===== src/rtl/cpu_pkg.sv =====
// Shared CPU definitions: default datapath widths and the fetch-stage state type.
package cpu_pkg;

   localparam int unsigned ADDR_W  = 15;
   localparam int unsigned INSTR_W = 16;

   typedef enum logic [1:0] {
      BOOT  = 2'd0,
      FETCH = 2'd1,
      HOLD  = 2'd2
   } fetch_state_e;

endpackage


===== src/rtl/pc_reg.sv =====
// Program counter register: load has priority over increment; increment wraps.
module pc_reg #(
   parameter int unsigned ADDR_W = 15
) (
   input  logic              clk,
   input  logic              rst_n,
   input  logic              load,
   input  logic              inc,
   input  logic [ADDR_W-1:0] d,
   output logic [ADDR_W-1:0] q
);

   always_ff @(posedge clk or negedge rst_n) begin
      if (!rst_n) begin
         q <= '0;
      end else if (load) begin
         q <= d;
      end else if (inc) begin
         q <= q + ADDR_W'(1);
      end
   end

endmodule


===== src/rtl/pc_fetch.sv =====
// Instruction fetch stage: one-cycle boot, request/ack fetch from instruction memory,
// then hold the instruction until the execute stage accepts it and the PC advances.
module pc_fetch #(
   parameter int unsigned ADDR_W  = cpu_pkg::ADDR_W,
   parameter int unsigned INSTR_W = cpu_pkg::INSTR_W
) (
   input  logic               clk,
   input  logic               rst_n,
   input  logic               pc_load,
   input  logic               pc_inc,
   input  logic [ADDR_W-1:0]  jmp_addr,
   output logic               imem_req,
   output logic [ADDR_W-1:0]  imem_addr,
   input  logic               imem_ack,
   input  logic [INSTR_W-1:0] imem_rdata,
   output logic [INSTR_W-1:0] instr,
   output logic               instr_valid,
   input  logic               instr_ready,
   output logic [ADDR_W-1:0]  pc
);
   import cpu_pkg::fetch_state_e;
   import cpu_pkg::BOOT;
   import cpu_pkg::FETCH;
   import cpu_pkg::HOLD;

   fetch_state_e      state;
   fetch_state_e      state_next;
   logic              pc_ld;
   logic              pc_up;
   logic              instr_en;
   logic [ADDR_W-1:0] pc_q;

   // State register; request/valid flags are registered copies of the next state.
   always_ff @(posedge clk or negedge rst_n) begin
      if (!rst_n) begin
         state       <= BOOT;
         imem_req    <= 1'b0;
         instr_valid <= 1'b0;
      end else begin
         state       <= state_next;
         imem_req    <= (state_next == FETCH);
         instr_valid <= (state_next == HOLD);
      end
   end

   // Next-state and control decode; ack and ready only matter in their own states.
   always_comb begin
      state_next = state;
      pc_ld      = 1'b0;
      pc_up      = 1'b0;
      instr_en   = 1'b0;
      case (state)
         BOOT: begin
            state_next = FETCH;
         end
         FETCH: begin
            if (imem_ack) begin
               instr_en   = 1'b1;
               state_next = HOLD;
            end
         end
         HOLD: begin
            if (instr_ready) begin
               pc_ld      = pc_load;
               pc_up      = pc_inc;
               state_next = FETCH;
            end
         end
         default: begin
            state_next = BOOT;
         end
      endcase
   end

   always_ff @(posedge clk or negedge rst_n) begin
      if (!rst_n) begin
         instr <= '0;
      end else if (instr_en) begin
         instr <= imem_rdata;
      end
   end

   pc_reg #(
      .ADDR_W (ADDR_W)
   ) u_pc_reg (
      .clk   (clk),
      .rst_n (rst_n),
      .load  (pc_ld),
      .inc   (pc_up),
      .d     (jmp_addr),
      .q     (pc_q)
   );

   assign pc        = pc_q;
   assign imem_addr = pc_q;

endmodule


===== config.mk =====
export PLATFORM = sky130hd
export DESIGN_NAME = pc_fetch
export DESIGN_NICKNAME = d
export VERILOG_FILES = /design/src/rtl/cpu_pkg.sv /design/src/rtl/pc_reg.sv /design/src/rtl/pc_fetch.sv
export SDC_FILE = /design/constraint.sdc
export NUM_CORES = 1
export LEC_CHECK = 0
export CAP_MARGIN = 0
export CORE_ASPECT_RATIO = 1.4
export CORE_MARGIN = 8
export CORE_UTILIZATION = 41
export CTS_CLUSTER_DIAMETER = 100
export CTS_CLUSTER_SIZE = 28
export DETAILED_ROUTE_END_ITERATION = 12
export PLACE_DENSITY = 0.83
export RECOVER_POWER = 100
export SLEW_MARGIN = 0
export SYNTH_ARGS = -nofsm -noshare
export SYNTH_HDL_FRONTEND = slang
export SYNTH_SLANG_ARGS = --single-unit

===== constraint.sdc =====
create_clock -name clk -period 2.21 [get_ports clk]
set_input_delay 0.3315 -clock clk [delete_from_list [all_inputs] [get_ports clk]]
set_output_delay 0.3315 -clock clk [all_outputs]
set_load 0.03 [all_outputs]

==> impl_metrics.csv <==
group,metric,value,unit
synthesis,synth_edf_count,0,
run_status,run_status,"complete, no violations",
die,dieHeight,95.12,um
clock_network,cts_hold_buf,0,
cells_and_area,layout-drive-gt1-share,14.17,%
die,dieArea,0.006897,sq mm
cells_and_area,final_cell_mix,"dlygate4sd3_1, dfrtp_1, clkdlybuf4s50_1",
placement,port_buffers,84,
worst_setup_path,crit_start,"u_pc_reg.q[4]$_DFFE_PN0P_",
timing,relSlewSlack,40.59,%
global_route,grt-ovfl-total,0,
worst_setup_path,critPathMaxFanout,6,
synthesis,ys.flop_type,"dfrtp_1",
synthesis,synthesis.nets,205,
drt,num_vias,1491,
synthesis,ys_ff_latch,35,
clock_network,cts_buffers,5,
timing,fin_crit_sh,86.70,%
timing,max_freq,0.5219,GHz
drt,first_iter_violations,121,
drt,drc_errors,0,
die,io_pins,85,
worst_setup_path,worstPathRequired,1.88,ns
timing,layout_setup_ws,0.2940,ns
placement,place_ws,0.1992,ns
job,drv_cap,0,
timing,report.final.slew_viol_count,0,
worst_setup_path,crit_chain,"dlygate4sd3_1",
cells_and_area,fill_cells,398,
synthesis,ys_types,34,
global_route,antenna_found_initial,0,
synthesis,synth_area,0.001833,sq mm
drt,wl,4.346,mm
pwr,power-per-cell-area,1424,mW/mm^2
global_route,groute.usage.overall,12.53,%
worst_setup_path,cp-end-kind,"output pin",
clock_network,path_clk_slew,0.07,ns
pwr,ir_drop,0.0006311,V
timing,fin_setup_tns,0,ns
drt,ant_nets,0,
worst_setup_path,crit_type,"flop to output pin",
worst_setup_path,r2r_start,"state[1]$_DFF_PN0_",
clock_network,cts_tree,"built",
pwr,cellLeakagePower,1.066,nW
worst_setup_path,arrival,1.58,ns
timing,period_minus_slack,1.916,ns
timing,rsz0062_at_grt,"false",
clock_network,post-cts-setup-buffers,0,
placement,dp_hpwl,3.334,mm
placement,dp_cells,294,
synthesis,yosys_warnings,0,
placement,gp_congestion,0.7960,
worst_setup_path,crit_family,"buffers and inverters",
clock_network,clock-sinks,35,
die,start_util,41.41,%
clock_network,cts_buffer_depth,2,
cells_and_area,area_growth_syn_to_layout,46.62,%
clock_network,clock_latency,0.28,ns
clock_network,cts-root-buf,"clkbuf_8",
drt,wl_per_cell,14.39,um
cells_and_area,regArea,875.8,sq um
worst_setup_path,cpMaxStageDelayCell,"dlygate4sd3_1",
cells_and_area,num-nets-final,277,
timing,hold_viol,0,
synthesis,synth-seq-area-share,47.78,%
worst_setup_path,critPathBufInv,1,
global_route,grt_pass1_vias,1525,
pwr,total_power,3.826,mW
timing,setup_viol,0,
worst_setup_path,cp-start-kind,"flop",
clock_network,cts-htree-levels,2,
cells_and_area,diodes,0,
cells_and_area,mostFrequentLayoutCell,"dlygate4sd3_1",
clock_network,cts_resized,0,
timing,tightest_slew,0.8912,ns
worst_setup_path,crit_path_max_incr_delay,0.80,ns
synthesis,syn_avg_cell_area,10.98,sq um
synthesis,async_flop_share,100.0,%
drt,drt_first_pass_iters,6,
synthesis,synthCells,167,
timing,fin_skew,0.002546,ns
global_route,grt_pass1_wl,6.762,mm
die,coreArea,0.004427,sq mm
die,die_w,72.51,um
die,rows,29,
cells_and_area,stdcell_count,302,
global_route,grt_max_degree,36,
drt,via_per_inst,4.937,
cells_and_area,multiInputGateArea,790.8,sq um
hold_path,hold_path.class,"primary input to asynchronous set/reset pin",
area by class of cell:
cell class                 count  area share, %
clock buffer                   7          2.840
clock inverter                 1         0.1862
inverter                       3         0.4190
multi-input combinational    108          29.42
sequential                    35          32.59
tap                           62          2.886
timing repair buffer          86          31.66
path summary, 6_finish.rpt:
path	endpoint	cells past startpoint	slack (ns)
min in group clk	instr[4]$_DFFE_PN0P_	1	0.50
hold reg to reg	instr[4]$_DFFE_PN0P_	1	0.50
setup reg to reg	instr[0]$_DFFE_PN0P_	2	0.47
setup / recovery	imem_addr[4]	1	0.29
hold / removal	u_pc_reg.q[0]$_DFFE_PN0P_	1	0.16
max in group asynchronous	instr[3]$_DFFE_PN0P_	1	1.49
cells by family (layout without fill, tap and decap cells):
family	count (synthesis)	after routing	share of synthesized area (%)
AND/OR/NAND/NOR	55	55	19.59
flip-flops	35	35	47.78
AO/OA/AOI/OAI	26	26	8.669
buffers and inverters	24	97	8.464
multiplexers	18	18	10.99
XOR/XNOR	8	8	3.823
adder cells (fa/ha/maj)	1	1	0.6825
report_power, final:
group | internal [mW] | leakage (nW) | switching [mW] | total, mW
combinational | 0.899 | 0.613 | 1.25 | 2.15
clock | 0.221 | 0.0422 | 0.225 | 0.446
sequential | 0.937 | 0.411 | 0.293 | 1.23
total | 2.06 | 1.07 | 1.77 | 3.83
registers in the layout, indices dropped and copies added, names as in the netlist:
signal	count
instr	16
u_pc_reg.q	15
state	2
imem_req	1
instr_valid	1
metal layers:
metal	up-vias	track usage [%]	part of all wire [%]	wire length [um]
met5	-	0	0	0
met4	0	4.188	0.87	38
met3	6	5.474	10	447
met2	53	24.02	55	2386
met1	709	11.38	34	1473
li1	723	-	-	-
synthesized netlist by cell type (2+ instances only):
library cell	count	area [sq um]
dfrtp_1	35	875.8
buf_4	16	120.1
mux2_2	16	180.2
nor2_1	14	52.55
a21oi_1	9	45.04
nand2_1	8	30.03
xnor2_1	8	70.07
o21ai_0	7	35.03
nand3_1	6	30.03
nor3_1	6	30.03
buf_2	4	20.02
nor4_2	4	50.05
a22oi_1	3	22.52
inv_1	3	11.26
nor4_1	3	18.77
a21oi_2	2	17.52
and3b_1	2	17.52
nand2b_1	2	12.51
nand4_4	2	42.54
nor3b_1	2	15.01
o22ai_1	2	12.51
stage by stage:
stage | cell area [sq um] | util (%) | hold slack [ns]
final | 2688 | 60.71 | 0.1620
after global routing | 2688 | 60.71 | 0.2514
after CTS | 2699 | 60.97 | 0.1572
after detailed placement | 2618 | 59.13 | 0.4706
after global placement | 2618 | 59.13 | 0.4662
after floorplan | 1833 | - | 0.03591
Note: power is estimated with default switching activity, not from simulation.
==> patch 1: new RTL, same flow settings <==
Set the package constant `INSTR_W` to 32 (it was 16).
--- a/src/rtl/cpu_pkg.sv
+++ b/src/rtl/cpu_pkg.sv
@@ -2,7 +2,7 @@
 package cpu_pkg;
 
    localparam int unsigned ADDR_W  = 15;
-   localparam int unsigned INSTR_W = 16;
+   localparam int unsigned INSTR_W = 32;
 
    typedef enum logic [1:0] {
       BOOT  = 2'd0,
Interface: changed (resized imem_rdata and instr); port bits go from 85 to 117. The function was not compared with the original's and may differ.
==> patch 1 against the unedited design <==
  * Cell area grew 33%
  * Setup slack gained 36 ps
  * Core utilization grew 3.9 points
  * Power grew 40%
  * Sequential cell count grew 16
  * Clock skew grew 1.1 ps
  * Sequential power grew 41%
  * First-iteration DRC count shrank 42%
  * Global-route usage grew 2.3 points
  * Maximum frequency grew 1.9%
  * Area after synthesis grew 28%
  * Synthesized cell count grew 20%
  * Clock power grew 40%
  * Routed wire length grew 44%
  * Highest routed layer unchanged
==> patch 1: results (changes against the unedited design) <==
Status
The run finished with clean final reports.

Final layout
The count of nets after finishing is 362 (+31%). The largest registers in the layout are instr (32), u_pc_reg.q (15), state (2). The share of layout cells above drive strength 1 is 0.143 (+0.00119).

Synthesis
By area the synthesized netlist is led by sky130_fd_sc_hd__dfrtp_1 54%, sky130_fd_sc_hd__mux2_2 16%, sky130_fd_sc_hd__buf_4 5.1%. The xor and xnor area share after synthesis was 0.0336 (-0.00464). The sequential element share of the synthesized area was 0.544 (+0.0659). By count the netlist is led by 51 x sky130_fd_sc_hd__dfrtp_1, 33 x sky130_fd_sc_hd__mux2_2, 21 x sky130_fd_sc_hd__nand2_1.

The share of synthesized cell area in full adder, half adder and majority cells is 0.00533 (-0.00150). The share of the synthesized area in compound gates (AO/OA/AOI/OAI) is 0.0469 (-0.0398). The share of cell area taken by muxes after synthesis is 0.171 (+0.0612). The net count after synthesis is 255 (+24%).

The number of distinct standard cells referenced by the synthesized netlist was 32 (-5.9%).

Place
The placer congestion estimate was 0.795 (-0.19%). The HPWL after detailed placement is 4.97 mm (+49%). The count of buffers from port buffering came to 116 (+38%).

Global route
The via count of the first global-routing pass is 1976 (+30%). The wire length of the first global-routing pass is 9.97 mm (+47%). The pin count of the biggest net entering global routing is 35 (-2.8%). The overall fraction of global-route tracks in use is 0.148 (+0.0227).

Drt
The number of DRC markers after the initial detailed-route iteration came to 70 (-42%). The total via count in the routed design is 1892 (+27%). The mean routed wirelength per cell is 16.7 um (+16%).

Power
The largest vdd supply drop was 0.000808 V (+28%). The power density of the placed cells is 1500 nW/um^2 (+5.3%). The power drawn by the combinational cells came to 0.00300 W (+40%). The leakage component of the power was 1.44 nW (+35%).

STA
The relative max-transition margin is 0.0735 (-0.332). The setup skew after layout came to 3.62 ps (+1.08 ps).

CTS
The clock-pin slew on the worst setup and hold paths is 90 ps (+20 ps).

Worst setup path
The register-to-register setup slack is 390 ps (-80 ps). The end of the worst register-to-register path is instr[20]. The critical path ends at imem_addr[3]. The maximum fanout along the worst path is 7 (+1). The arrival time at the worst endpoint is 1550 ps (-30 ps). Tracing the worst setup path back leads to its startpoint at u_pc_reg.q[3].
-- patch 1: cell types whose count changed in the layout (fill, tap and decap cells not counted), moves of 4 or more --
cell | unedited run | this run
sky130_fd_sc_hd__mux2_2 | 16 | 33
sky130_fd_sc_hd__dfrtp_1 | 35 | 51
sky130_fd_sc_hd__clkdlybuf4s50_1 | 33 | 50
sky130_fd_sc_hd__nor4_2 | 4 | 0
sky130_fd_sc_hd__o21ai_0 | 7 | 11
sky130_fd_sc_hd__nor2_1 | 14 | 6
sky130_fd_sc_hd__dlygate4sd3_1 | 50 | 65
sky130_fd_sc_hd__a21oi_1 | 9 | 2
sky130_fd_sc_hd__nand2_1 | 9 | 21
-- patch 1: metrics by stage --
stage / hold slack [ps] / instance area, um^2 / std cells / setup slack [ps]
5_1_grt: 448 / 3570 / 376 / 159
3_5_place_dp: 370 / 3510 / 369 / 108
3_3_place_gp: 362 / 3510 / 369 / 188
6_report: 339 / 3570 / 376 / 330
2_1_floorplan: 35.9 / 2350 / 201 / 422
4_1_cts: 44.6 / 3620 / 376 / 362
-- patch 1: routing by layer --
| layer | wire [um] | track usage | up-vias | share of wire |
|---|---|---|---|---|
| met5 | 0 | 0 | - | 0 |
| met4 | 57 | 0.0313 | 0 | 0.0091 |
| met3 | 635 | 0.0570 | 8 | 0.10 |
| met2 | 3380 | 0.267 | 74 | 0.54 |
| met1 | 2200 | 0.156 | 909 | 0.35 |
| li1 | - | - | 901 | - |
-- patch 1: cell type report --
cell class	count	area share
clock buffer	6	0.0203
inverter	4	0.00420
timing repair buffer	123	0.333
sequential	51	0.357
multi-input combinational	123	0.253
clock inverter	1	0.00841
tap	68	0.0238
==> patch 2: new RTL, same flow settings <==
Made on the original files. Make the reset (`rst_n`) synchronous in 3 clocked blocks.
--- a/src/rtl/pc_reg.sv
+++ b/src/rtl/pc_reg.sv
@@ -10,7 +10,7 @@
    output logic [ADDR_W-1:0] q
 );
 
-   always_ff @(posedge clk or negedge rst_n) begin
+   always_ff @(posedge clk) begin
       if (!rst_n) begin
          q <= '0;
       end else if (load) begin
--- a/src/rtl/pc_fetch.sv
+++ b/src/rtl/pc_fetch.sv
@@ -31,7 +31,7 @@
    logic [ADDR_W-1:0] pc_q;
 
    // State register; request/valid flags are registered copies of the next state.
-   always_ff @(posedge clk or negedge rst_n) begin
+   always_ff @(posedge clk) begin
       if (!rst_n) begin
          state       <= BOOT;
          imem_req    <= 1'b0;
@@ -72,7 +72,7 @@
       endcase
    end
 
-   always_ff @(posedge clk or negedge rst_n) begin
+   always_ff @(posedge clk) begin
       if (!rst_n) begin
          instr <= '0;
       end else if (instr_en) begin
Formal check against the unedited RTL: differs if rst_n is asserted again (counterexample within 4 cycles, from zero or initial values and one cycle with rst_n low); with rst_n held inactive, the same outputs for 10 cycles.
==> patch 2 against the unedited design <==
  * Sequential share of layout area fell by 4.8 points
  * Cell area fell by 6.1%
  * Area after synthesis fell by 8.7%
  * Sequential cell count did not move
  * Setup slack improved by 39 ps
  * Non-clock buffer count rose by 3
  * Routed wire length rose by 5.8%
  * Count of clock-buffer cells in the layout fell by 2
  * Largest cell class is now buffers
  * Highest routed layer unchanged
Power is not compared: it rests on default switching activity, and its combinational part moved more than twofold at a synthesized area within 25%.
==> patch 2: results (changes against the unedited design) <==
Status
The flow ran to the end, and the final reports show no timing, DRC or antenna violations.

Synthesis
The xor and xnor area share after synthesis is 0.0366 (-0.00160). Yosys attributes the largest share of cell area to sky130_fd_sc_hd__dfxtp_1 42%, sky130_fd_sc_hd__nand2_1 9.0%, sky130_fd_sc_hd__a21boi_0 7.2%. The number of distinct standard cells referenced by the synthesized netlist came to 36 (+5.9%). The net count after synthesis is 240 (+17%). The share of synthesized cell area in full adder, half adder and majority cells is 0.00747 (+0.000648).

The instance count of the mapped netlist was 202 (+21%). The share of cell area taken by muxes after synthesis is 0 (-0.110). In the synthesized netlist, the cells that appear most often are 40 x sky130_fd_sc_hd__nand2_1, 35 x sky130_fd_sc_hd__dfxtp_1, 16 x sky130_fd_sc_hd__a21boi_0, 16 x sky130_fd_sc_hd__o21ai_0, 15 x sky130_fd_sc_hd__buf_4. The share of the synthesized area in compound gates (AO/OA/AOI/OAI) is 0.214 (+0.127). For this run, the leading register cell type out of synthesis is sky130_fd_sc_hd__dfxtp_1.

Drt
The vias per cell is 5.29 (+7.1%). The number of search-and-repair iterations in the first detailed-routing pass is 4 (-2). The mean routed wirelength per cell is 14.5 um (+0.79%).

Worst setup path
The maximum fanout along the worst path was 8 (+2). The critical register-to-register path startpoint is u_pc_reg.q[2]. The arrival time at the worst endpoint is 2090 ps (+510 ps). The delay of the slowest cell on the worst path was 610 ps (-190 ps). The number of cell instances on the worst register-to-register path is 4 (+2).

On the critical path the largest part of the delay comes from simple AND/OR/NAND/NOR gates. The critical-path cell with the highest stage delay is sky130_fd_sc_hd__or4_1.

Final layout
The final-layout clock-cell area share was 0.0352 (+0.00492). The count of nets after finishing was 311 (+12%). The fraction of area in registers is 0.278 (-0.0484). The number of signal-net buffers in the layout was 89 (+3.5%).

The share of final layout cell area taken by non-clock buffers came to 0.346 (+0.0298). The layout multi-input combinational cell count is 140 (+30%). The final-layout clock buffer total came to 5 (-2). The inverter count of the layout excluding clock inverters is 2 (-1). The share of layout cells above drive strength 1 is 0.0511 (-0.0906). Compared with the post-synthesis result, the final layout area differs by 50.8%.

The number of fillers in the final layout is 344 (-14%).

Place
The placer congestion estimate was 0.816 (+2.5%). The minimum setup slack after placement came to 185 ps (-13.8 ps). The post-placement cell area is 2450 um^2 (-6.3%). The HPWL after detailed placement is 3.53 mm (+6.0%).

Global route
The global-route met1 utilization is 0.125 (+0.0108). The overall fraction of global-route tracks in use is 0.143 (+0.0173). The global-route met2 utilization is 0.251 (+0.0104). The pin count of the biggest net entering global routing is 36 (unchanged).

The wire length of the first global-routing pass came to 7.60 mm (+12%). The met3 usage in global routing is 0.0904 (+0.0357).

STA
The relative max-transition margin is 0.418 (+0.0120). The setup TNS after final layout was 0 ps (unchanged).

Floorplanning
The number of cell rows is 27 (-6.9%).
patch 2: changes by cell type after synthesis, moves of 5 or more:
cell                       unedited run  this run
sky130_fd_sc_hd__xnor2_1              8         2
sky130_fd_sc_hd__dfxtp_1              0        35
sky130_fd_sc_hd__a31oi_1              0         5
sky130_fd_sc_hd__nand2_1              8        40
sky130_fd_sc_hd__dfrtp_1             35         0
sky130_fd_sc_hd__mux2_2              16         0
sky130_fd_sc_hd__clkbuf_1             1         8
sky130_fd_sc_hd__a21boi_0             0        16
sky130_fd_sc_hd__nor2_1              14         4
sky130_fd_sc_hd__o21ai_0              7        16
sky130_fd_sc_hd__xor2_1               0         5
patch 2: metal layers:
layer / vias to the layer above / routed length [um]
met5: - / 0
met4: 0 / 60
met1: 776 / 1610
met2: 59 / 2400
li1: 835 / -
met3: 6 / 531
patch 2: worst paths after layout:
check,to,slack [ps]
hold reg to reg,instr[1],460
setup reg to reg,u_pc_reg.q[14],330
setup / recovery,u_pc_reg.q[14],330
hold / removal,instr[1],460
